File: config.mk
export PLATFORM = sky130hd
export DESIGN_NAME = crc_serial
export DESIGN_NICKNAME = d
export VERILOG_FILES = /design/src/rtl/crc_pkg.sv /design/src/rtl/crc_step.sv /design/src/rtl/crc_serial.sv
export SDC_FILE = /design/constraint.sdc
export NUM_CORES = 1
export LEC_CHECK = 0
export ABC_AREA = 1
export ABC_CLOCK_PERIOD_IN_PS = 2800
export CAP_MARGIN = 40
export CORE_MARGIN = 4
export CORE_UTILIZATION = 39
export DETAILED_ROUTE_END_ITERATION = 8
export PLACE_DENSITY = 0.75
export SLEW_MARGIN = 20
export SYNTH_ARGS = -nofsm -noshare
export SYNTH_HDL_FRONTEND = slang
export SYNTH_SLANG_ARGS = --single-unit
export TNS_END_PERCENT = 10
File: constraint.sdc
create_clock -name clk -period 2.8 [get_ports clk]
set_input_delay 0.56 -clock clk [delete_from_list [all_inputs] [get_ports clk]]
set_output_delay 0.56 -clock clk [all_outputs]
set_load 0.1 [all_outputs]
File: src/rtl/crc_pkg.sv
`default_nettype none
// +----------------------------------------------------------------------------+
// | Module      : crc_pkg                                                      |
// | Description : Shared types and constants for the serial CRC block: the     |
// |               controller state encoding and the Gen2 CRC-5 / CRC-16        |
// |               polynomial, preset and good-frame residue values.            |
// | Revision    : 1.0 - initial release                                        |
// +----------------------------------------------------------------------------+
package crc_pkg;

  // Controller states; explicit 2-bit encoding.
  typedef enum logic [1:0] {
    ST_IDLE   = 2'd0,
    ST_DATA   = 2'd1,
    ST_APPEND = 2'd2
  } crc_state_e;

  // Gen2 CRC-5
  localparam logic [4:0]  CRC5_POLY     = 5'b01001;
  localparam logic [4:0]  CRC5_PRESET   = 5'b01001;
  localparam logic [4:0]  CRC5_RESIDUE  = 5'b00000;

  // Gen2 CRC-16 (CCITT polynomial, inverted on transmit)
  localparam logic [15:0] CRC16_POLY    = 16'h1021;
  localparam logic [15:0] CRC16_PRESET  = 16'hFFFF;
  localparam logic [15:0] CRC16_RESIDUE = 16'h1D0F;

endpackage
`default_nettype wire

File: src/rtl/crc_step.sv
`default_nettype none
// +----------------------------------------------------------------------------+
// | Module      : crc_step                                                     |
// | Description : Combinational single-bit CRC update, MSB-first Galois form.  |
// |               The message bit is folded into the register MSB and the      |
// |               polynomial is XORed in when that feedback bit is set.        |
// | Ports       : crc_in  [WIDTH] current register                             |
// |               bit_in  [1]     message bit                                  |
// |               crc_out [WIDTH] register after absorbing bit_in              |
// | Revision    : 1.0 - initial release                                        |
// +----------------------------------------------------------------------------+
module crc_step
  import crc_pkg::*;
#(
  parameter int               WIDTH = 16,
  parameter logic [WIDTH-1:0] POLY  = CRC16_POLY
) (
  input  logic [WIDTH-1:0] crc_in,
  input  logic             bit_in,
  output logic [WIDTH-1:0] crc_out
);

  logic fb;

  always_comb begin
    fb      = bit_in ^ crc_in[WIDTH-1];
    crc_out = {crc_in[WIDTH-2:0], 1'b0} ^ (fb ? POLY : '0);
  end

endmodule
`default_nettype wire

File: src/rtl/crc_serial.sv
`default_nettype none
// +----------------------------------------------------------------------------+
// | Module      : crc_serial                                                   |
// | Description : Bit-serial CRC generator / checker. A frame opens on start.  |
// |               Payload bits pass through a one-deep registered output slot  |
// |               while updating the CRC. In generate mode the CRC is appended |
// |               MSB-first (optionally inverted) after the last payload bit;  |
// |               in check mode the frame ends with the last payload bit and   |
// |               chk reports whether the register equals the residue.         |
// | Ports       : clk, rst                   clock, sync active-high reset     |
// |               start, gen                 frame open pulse, mode select     |
// |               in_dat/in_vld/in_last/in_rdy   serial payload input          |
// |               out_dat/out_vld/out_last/out_rdy registered serial output    |
// |               crc [WIDTH]                current CRC register              |
// |               chk, chk_vld               residue match, result valid       |
// |               busy                       frame in progress                 |
// | Revision    : 1.0 - initial release                                        |
// +----------------------------------------------------------------------------+
module crc_serial
  import crc_pkg::*;
#(
  parameter int               WIDTH      = 16,
  parameter logic [WIDTH-1:0] POLY       = CRC16_POLY,
  parameter logic [WIDTH-1:0] PRESET     = CRC16_PRESET,
  parameter logic [WIDTH-1:0] RESIDUE    = CRC16_RESIDUE,
  parameter logic             INVERT_OUT = 1'b1
) (
  input  logic             clk,
  input  logic             rst,
  input  logic             start,
  input  logic             gen,
  input  logic             in_dat,
  input  logic             in_vld,
  input  logic             in_last,
  output logic             in_rdy,
  output logic             out_dat,
  output logic             out_vld,
  output logic             out_last,
  input  logic             out_rdy,
  output logic [WIDTH-1:0] crc,
  output logic             chk,
  output logic             chk_vld,
  output logic             busy
);

  localparam int               IDX_W   = $clog2(WIDTH);
  localparam logic [IDX_W-1:0] IDX_TOP = IDX_W'(WIDTH - 1);

  crc_state_e       state_q,    state_d;
  logic [WIDTH-1:0] crc_q,      crc_d;
  logic             out_dat_q,  out_dat_d;
  logic             out_vld_q,  out_vld_d;
  logic             out_last_q, out_last_d;
  logic             chk_vld_q,  chk_vld_d;
  logic [IDX_W-1:0] idx_q,      idx_d;
  logic             gen_q,      gen_d;

  logic             slot_free;
  logic             accept;
  logic [WIDTH-1:0] crc_next;

  crc_step #(
    .WIDTH (WIDTH),
    .POLY  (POLY)
  ) u_step (
    .crc_in  (crc_q),
    .bit_in  (in_dat),
    .crc_out (crc_next)
  );

  // The output slot can take a new bit when empty or being drained this cycle,
  // which is what keeps the stream loss-free under backpressure.
  assign slot_free = !out_vld_q || out_rdy;
  assign in_rdy    = (state_q == ST_DATA) && slot_free;
  assign accept    = in_vld && in_rdy;

  always_comb begin
    state_d    = state_q;
    crc_d      = crc_q;
    out_dat_d  = out_dat_q;
    out_vld_d  = out_vld_q;
    out_last_d = out_last_q;
    chk_vld_d  = chk_vld_q;
    idx_d      = idx_q;
    gen_d      = gen_q;

    // Drain the slot; a load below overrides this in the same cycle.
    if (out_vld_q && out_rdy) begin
      out_vld_d  = 1'b0;
      out_last_d = 1'b0;
    end

    if (start) begin
      // Opens a frame from any state, discarding whatever was in flight.
      state_d    = ST_DATA;
      crc_d      = PRESET;
      out_vld_d  = 1'b0;
      out_last_d = 1'b0;
      chk_vld_d  = 1'b0;
      idx_d      = '0;
      gen_d      = gen;
    end else begin
      case (state_q)
        ST_DATA: begin
          if (accept) begin
            crc_d      = crc_next;
            out_dat_d  = in_dat;
            out_vld_d  = 1'b1;
            out_last_d = 1'b0;
            if (in_last) begin
              if (gen_q) begin
                state_d = ST_APPEND;
                idx_d   = IDX_TOP;
              end else begin
                state_d   = ST_IDLE;
                chk_vld_d = 1'b1;
              end
            end
          end
        end
        ST_APPEND: begin
          // CRC register is frozen here; bits are read out by index.
          if (slot_free) begin
            out_dat_d  = crc_q[idx_q] ^ INVERT_OUT;
            out_vld_d  = 1'b1;
            out_last_d = (idx_q == '0);
            if (idx_q == '0) begin
              state_d   = ST_IDLE;
              chk_vld_d = 1'b1;
            end else begin
              idx_d = idx_q - 1'b1;
            end
          end
        end
        default: begin
          state_d = state_q;
        end
      endcase
    end
  end

  always_ff @(posedge clk) begin
    if (rst) begin
      state_q    <= ST_IDLE;
      crc_q      <= PRESET;
      out_dat_q  <= 1'b0;
      out_vld_q  <= 1'b0;
      out_last_q <= 1'b0;
      chk_vld_q  <= 1'b0;
      idx_q      <= '0;
      gen_q      <= 1'b0;
    end else begin
      state_q    <= state_d;
      crc_q      <= crc_d;
      out_dat_q  <= out_dat_d;
      out_vld_q  <= out_vld_d;
      out_last_q <= out_last_d;
      chk_vld_q  <= chk_vld_d;
      idx_q      <= idx_d;
      gen_q      <= gen_d;
    end
  end

  assign out_dat  = out_dat_q;
  assign out_vld  = out_vld_q;
  assign out_last = out_last_q;
  assign crc      = crc_q;
  assign chk_vld  = chk_vld_q;
  assign chk      = chk_vld_q && (crc_q == RESIDUE);
  assign busy     = (state_q != ST_IDLE);

endmodule
`default_nettype wire

Word-level counts from Yosys, hierarchy flattened:

Index checks and enable logic that the tools add are counted.

* $add $sub $neg: 1
* order comparisons: 1
* eq/ne operators: 14
* multiplexer cells: 33
* bitwise operators: 4
* reduce and logical (&&, ||, !) cells: 17

Operators by type and width (number)
* two-way mux 4 bit: 5
* == test 16 x 13 -> 1 bit (second input constant): 1
* XOR 16 bit: 1
* two-way mux 1 bit: 15
* inequality test 2 bit (second input constant): 7
* two-way mux 13 bit: 1
* inequality test 3 bit (second input constant): 4
* AND reduction 6 bit: 2
* two-way mux 2 bit: 5
* AND reduction 5 bit: 2
* one-hot mux 1 bit (2 select lines): 4
* one-hot mux 4 bit (2 select lines): 1
* less-than comparator 4 x 5 -> 1 bit (second input constant): 1
* binary-select mux 1 bit (select 4 bit): 1
* logical AND 1 bit: 4
* zero test 4 bit: 1
* one-hot mux 2 bit (2 select lines): 1
* AND reduction 4 bit: 1
* nonzero test 2 bit: 2
* subtractor 4 x 1 -> 4 bit (second input constant): 1
* nonzero test 3 bit: 1
* == test 2 x 1 -> 1 bit (second input constant): 1
* == test 2 bit (second input constant): 1
* NOT 1 bit: 2
* other kinds (5): 5

* flip-flop bits (word level): 27
* bits of input ports: 8
* output and inout port bits: 23
* logic and storage cells: 79

Longest topological paths before layout:

* depth after elaboration: 7
* gate-level depth with buffers: 11
* gate-level depth less buffers: 10

Hierarchy:

Synthesis repeated with hierarchy kept, for this count alone.

* cell total of the unflattened synthesis: 228
* area total of the unflattened synthesis: 1524.0 um^2

By module, submodules not included
* crc_serial: instances 1, cells each 199, area an instance 1357.6 um^2, seq. area each 540.5 um^2
* crc_step: instances 1, cells each 29, area an instance 166.4 um^2, seq. area each 0.0 um^2

Worst setup path before layout:

OpenSTA, ideal clock, no wires.

* path type: reg2out
* from: reg chk_vld_q, in the netlist chk_vld
* to: out chk
* arrival: 4.119 ns
* required time: 2.240 ns
* path slack: -1.879 ns
* cell stages (with the launch flop): 5
* buffers on the path: 0
* cells stage by stage: dfxtp_1 nand2_1 nor3_1 nand3_1 nor4_1

* word-level cells in the longest chain between the ends: 1

RTL lines
* start, declared: line crc_serial.sv:54 `logic chk_vld_q, chk_vld_d;`
* start signal, assigned: line crc_serial.sv:158 `chk_vld_q <= chk_vld_d;`
* logical AND 1 bit: line crc_serial.sv:169 `assign chk = chk_vld_q && (crc_q == RESIDUE);`
* end, declared: line crc_serial.sv:41 `output logic chk,`

Every way passes these cells.

Worst setup path in the final report:

* from: reg crc_q[3], in the netlist crc[3]
* to: out chk

* word-level cells in the longest chain between the ends: 2

RTL lines
* start, declared: line crc_serial.sv:50 `logic [WIDTH-1:0] crc_q, crc_d;`
* start signal, assigned: line crc_serial.sv:154 `crc_q <= crc_d;`
* == test 16 x 13 -> 1 bit: line crc_serial.sv:169
* logical AND 1 bit: line crc_serial.sv:169

Every way passes these cells.

==> results.toml <==
[logic_synthesis]
synth_area_mm2 = 0.00154
ys_async_sr_fraction_pct = 0
ys_seq_area_share_pct = 35.1
ys_top_cells_by_area = "dfxtp_1 (35%), nand2_1 (15%), nand3_1 (7.8%), buf_4 (6.8%), inv_1 (4.4%)"
syn_inst = 219
synthFlopType = "dfxtp_1"
synth_nets = 231
syn-mean-instance-area_um2 = 7.04
yosys.area.top_type = "dfxtp_1"
synth.distinct_cells = 27
synthTopCellsByCount = "nand2_1 (61), dfxtp_1 (27), nand3_1 (24), inv_1 (18), nor2_1 (15)"
yosys.cell_count.top_type = "nand2_1"
netlist.area_leader.share_pct = 35.1
ys.warnings.count = 0
synth_seq_cells = 27
synth_edf_count = 0

[timing]
setup_violations = 0
grt_setup_unrepaired = "false"
finalWorstSetupSlack_ps = 534
fin_crit_sh_pct = 80.9
finalHoldViolations = 0
clock_skew_ps = 2.15
worst_pin_slew_ps = 456
tns_ps = 0
max_slew_margin_pct = 69.5
drv_slew = 0
fin_crit_ps = 2270
timing.fmax_mhz = 441

[clocking]
cts_root_buf = "clkbuf_8"
cts_buffers = 3
cts_setup_buffers = 0
post_cts_resized = 0
max-clock-path-buffers = 2
clk_pin_slew_ps = 90
insertion_delay_ps = 270
cts_tree = "yes"
hold_buffers = 0
htreeDepth = 1
cts_sinks = 27

[die]
die_y_um = 70.9
die_w_um = 70.9
fp-row-count = 22
ios = 31
start_util_pct = 41.2
core_area_mm2 = 0.00374
dieArea_mm2 = 0.00502

[final_layout]
drive_gt1_share_pct = 18.7
synthToLayoutAreaGrowth_pct = 16.6
final_cell_count_no_fill = 283
n_antenna_cell = 0
nNetsFinal = 248
stdcell_area_mm2 = 0.00180

[place]
dp_hpwl_mm = 2.59
port_buffers = 30
dpl_cell_area_mm2 = 0.00175
gp_congestion = 0.787
pre_cts_ws_ps = 615
dp.cells = 279

[global_route]
antenna_found_initial = 0
grt_first_pass_wirelength_mm = 5.71
globalRouteOverflowTotal = 0
grt_util_all_layers_pct = 13.7
grt_pass1_vias = 1253
grt_max_degree = 22

[worst_setup_path]
path_delay_family = "simple AND/OR/NAND/NOR gates"
crit_chain = "inv_1 > nor4_1 > nand3_1 > nor4_4 > buf_4"
slowest_stage = "dfxtp_1"
cp_data_required_time_ps = 2240
crit_path_start_kind = "register"
cp_max_fo = 4
path_class = "register to output port"
critPathBufInv = 2
critical_path.max_stage_delay_ps = 340
cp-end-kind = "output port"
cp.arrival_ps = 1710

[detailed_routing]
antenna_left = 0
totalWireLength_mm = 3.41
drt_iter0_markers = 113
via_count = 1426
wl_per_cell_um = 12.0
viasPerCell = 5.04
post-route-drc-count = 0
dr.pass1.iters = 5

[pwr]
power_density_mw_per_mm2 = 461
ir_drop_uv = 375
leakage_nw = 0.835

[job]
maxCapViolCount = 0

[worst_hold_path]
hp-class = "register to register"

[run_status]
run_status = "finished clean"
placed cells by master, fill, tap and decap left out, types with 2 or more instances in the layout:
cell and n:
nand2_1 61, nand3_1 24, dfxtp_1 24, buf_4 24
inv_1 18, nor2_1 15, a21oi_1 12, o211ai_1 9
clkdlybuf4s50_1 7, ha_1 4, inv_2 3, nand4_1 3
nor3_1 3, o21ai_0 3, xnor2_1 3, dfxtp_2 3
clkbuf_8 3, nand2_2 2, nand2_4 2, o21ai_1 2
flip-flops by register name, indices dropped and copies added, names as in the netlist:
signal and flops:
chk_vld 1, crc 16, gen_q 1, idx_q 4, out_dat 1, out_last 1
out_vld 1, state_q 2
power by group:
group          switching (W)  internal (W)
Sequential         0.0000147      0.000396
Combinational       0.000144     0.0000574
Clock               0.000115      0.000102
Total               0.000274      0.000555
metal layers:
metal	GRT usage, %	up-vias	wire length, µm
met5	0	-	0
met4	4.38	0	61
met3	3.55	6	190
met2	22.2	31	1590
met1	17.7	654	1570
li1	-	735	-
cell type report:
cell class	count	area, µm²
tap	48	60.1
inverter	21	78.8
multi-input combinational	151	798
fill	392	1950
clock buffer	4	45.0
timing repair buffer	32	270
sequential	27	544
per-stage QoR:
| stage | utilization (%) | total power (W) | hold slack (ps) |
|---|---|---|---|
| final | 48.0 | 0.000829 | 474 |
| after global routing | 48.0 | 0.000869 | 496 |
| after CTS | 48.0 | 0.000839 | 479 |
| after detailed placement | 46.8 | 0.000621 | 463 |
| after global placement | 46.8 | 0.000619 | 461 |
| after floorplan | - | 0.000579 | 450 |
logic make-up after synthesis:
family / share of synthesized area [%]
fa+ha+maj: 3.25
compound gates: 11.9
flops: 35.1
simple gates: 33.9
xor+xnor: 1.70
buf+inv: 14.1
path summary, 6_finish.rpt:
kind	from	endpoint	slack [ps]	depth (start not counted)
worst max-delay path	crc[3]	chk	530	5
worst min-delay path	out_dat	out_dat	470	2
worst max register to register	idx_q[0]	idx_q[0]	1040	8
worst min register to register	out_dat	out_dat	470	2
worst reg2reg max path, stage by stage (launching register included):
cell and delay, ps:
dfxtp_1 540, inv_2 190, ha_1 280, nand4_1 130, o21ai_0 100, inv_1 140, nand2_4 90, nor3_1 140
nor2_1 60
No activity file was read; power rests on OpenSTA's default activity.
==> patch, RTL diff (same flow settings) <==
Encoding of `crc_state_e`: now one-hot (3 bits for 3 states).
--- a/src/rtl/crc_pkg.sv
+++ b/src/rtl/crc_pkg.sv
@@ -11,6 +11,6 @@
   // Controller states; explicit 2-bit encoding.
-  typedef enum logic [1:0] {
-    ST_IDLE   = 2'd0,
-    ST_DATA   = 2'd1,
-    ST_APPEND = 2'd2
+  typedef enum logic [2:0] {
+    ST_IDLE   = 3'b001,
+    ST_DATA   = 3'b010,
+    ST_APPEND = 3'b100
   } crc_state_e;
Check against the original RTL: same outputs for any inputs over 10 cycles, from zero or initial values and one cycle with rst high; not proved beyond that.
==> patch against the original RTL <==
- worst setup slack improved by 0.0053 ns
- sequential cell count rose by 1
- total power rose by 3.8%
- area after synthesis rose by 1.1%
- combinational power fell by 38%
- wire length fell by 4.4%
- first-iteration DRC count fell by 50%
- synthesized cell count fell by 1.8%
- clock power rose by 48%
- final area rose by 1.5%
- largest power group unchanged
==> patch: results (changes against the original RTL) <==
- HP Start: out_dat
- Initial DRC Count: 57 (-50%)
- DR vias: 1354 (-5.0%)
- FF-to-FF Start: idx_q[0]
- HPWL after DPL: 2470 um (-4.5%)
- VDD IR max: 244 uV (-35%)
- Worst Hold Path Cells: 2 (unchanged)
- R2R Path End: idx_q[0]
- Gpl congestion: 0.874 (+11%)
- Main synth FF type: dfxtp_1
- Synth top cells by count: 57 x nand2_1, 28 x dfxtp_1, 19 x nand3_1, 19 x nor2_1
- CP Data Arrival Time: 1.70 ns
- CTS root buf: clkbuf_8
- Pleak: 0.850 nW (+1.8%)
- Post-Synth XOR/XNOR Area: 2.25% (+0.54 points)
- Worst path top cell family by delay: simple AND/OR/NAND/NOR gates
- Type of the worst min-delay path: reg2reg
- Syn Area/Cell: 7.25 sq um (+3.0%)
- First-pass GRT wire length: 5670 um (-0.61%)
- Slowest stage delay, CP: 0.37 ns (+0.03 ns)
- Asr flop ratio synth: 0% (unchanged)
- Status: completed
- Compound-gate portion of the synthesized area: 10.6% (-1.3 points)
- Met3 GRT Util: 2.24% (-1.3 points)
- Post_cts resized: 0 (unchanged)
- Nets: 240 (-3.2%)
- Worst R2R Path Depth: 8 (unchanged)
- Met1 usage in global routing: 19.3% (+1.7 points)
- Clock Skew: 0.00565 ns (+0.00350 ns)
- CP Max Fanout: 5 (+1)
- Hold WS: 0.481 ns (+0.00719 ns)
- Reg2reg setup slack: 1.04 ns (about the same)
- Post-synth net total: 224 (-3.0%)
- Post-synthesis sequential area ratio: 36.0% (+0.89 points)
- Vias in the first global route: 1192 (-4.9%)
- Pint: 0.000634 W (+14%)
- Pre-antenna DRT Iters: 4 (-1)
- H-tree levels: 1 (unchanged)
- Via/cell ratio: 4.87 (-3.3%)
- Post-Route WL: 3260 um (-4.4%)
- Layout cell share with drive strength beyond 1: 21.7% (+3.0 points)
- Synth top area cells: dfxtp_1 36%, nand2_1 14%, buf_4 6.7%
- Cts bufs inserted: 3 (unchanged)
- Clock latency on the worst-skew pair: 0.28 ns
- DP Cell Count: 274 (-1.8%)
- Setup Slack @ Placement: 0.688 ns (+0.0725 ns)
- Slew @ Worst Pin: 0.349 ns (-0.107 ns)
- Met2 Use GR: 20.0% (-2.2 points)
- CTS Buffer Depth: 2 (unchanged)
- Adder-Cell Fraction of Synth Area: 0.803% (-2.4 points)
- Library cells used by synthesis: 30 (+11%)
- Initial antenna violation count: 0 (unchanged)
- GRT Overall Usage: 13.9% (+0.26 points)
- Syn. warnings: 0 (unchanged)
- Largest register FFs: 16 (unchanged)
- Largest net degree at the start of global routing: 26 (+18%)
==> patch: changes by cell type in the layout (fill, tap and decap cells not counted), sizes merged, moves of 2 or more <==
| cell | before | now |
|---|---|---|
| ha | 4 | 1 |
| inv | 21 | 19 |
| nand2 | 65 | 61 |
| nand3 | 25 | 22 |
| nand4 | 3 | 5 |
| nor2 | 16 | 24 |
| o21ai | 7 | 5 |
| xor2 | 0 | 2 |
==> patch: final cells by class <==
| class | instances | area (sq um) |
|---|---|---|
| Sequential cell | 28 | 563 |
| Timing Repair Buffer | 31 | 263 |
| Fill cell | 368 | 1950 |
| Clock inverter | 1 | 30.0 |
| Clock buffer | 3 | 41.3 |
| Multi-Input combinational cell | 148 | 795 |
| Inverter | 19 | 71.3 |
| Tap cell | 48 | 60.1 |
==> patch: routing by layer <==
layer | up-vias | wire length, um
met5 | - | 0
met4 | 0 | 98
met3 | 6 | 209
met2 | 36 | 1430
met1 | 588 | 1520
li1 | 724 | -
==> patch: worst max path at each step <==
stage	start	end	slack, ns	cells past startpoint
after detailed placement	out_rdy	idx_q[0]	0.69	8
after CTS	crc[5]	chk	0.51	4
after global routing	crc[5]	chk	0.41	4
after global placement	out_rdy	idx_q[0]	0.76	8
after floorplan	chk_vld	chk	0.07	4
final	crc[5]	chk	0.54	4
==> patch: power by group through the flow <==
stage / combinational (W) / sequential [W] / clock, W
after floorplan: 0.0000882 / 0.000430 / 0
after global placement: 0.000123 / 0.000424 / 0
after detailed placement: 0.000124 / 0.000425 / 0
after CTS: 0.000124 / 0.000415 / 0.000329
after global routing: 0.000133 / 0.000417 / 0.000342
final: 0.000124 / 0.000415 / 0.000322
==> patch: tightest hold or removal path: stages, from the launching register on <==
cell and delay (ns):
dfxtp_1 0.32, nand2_1 0.08, a21oi_2 0.05
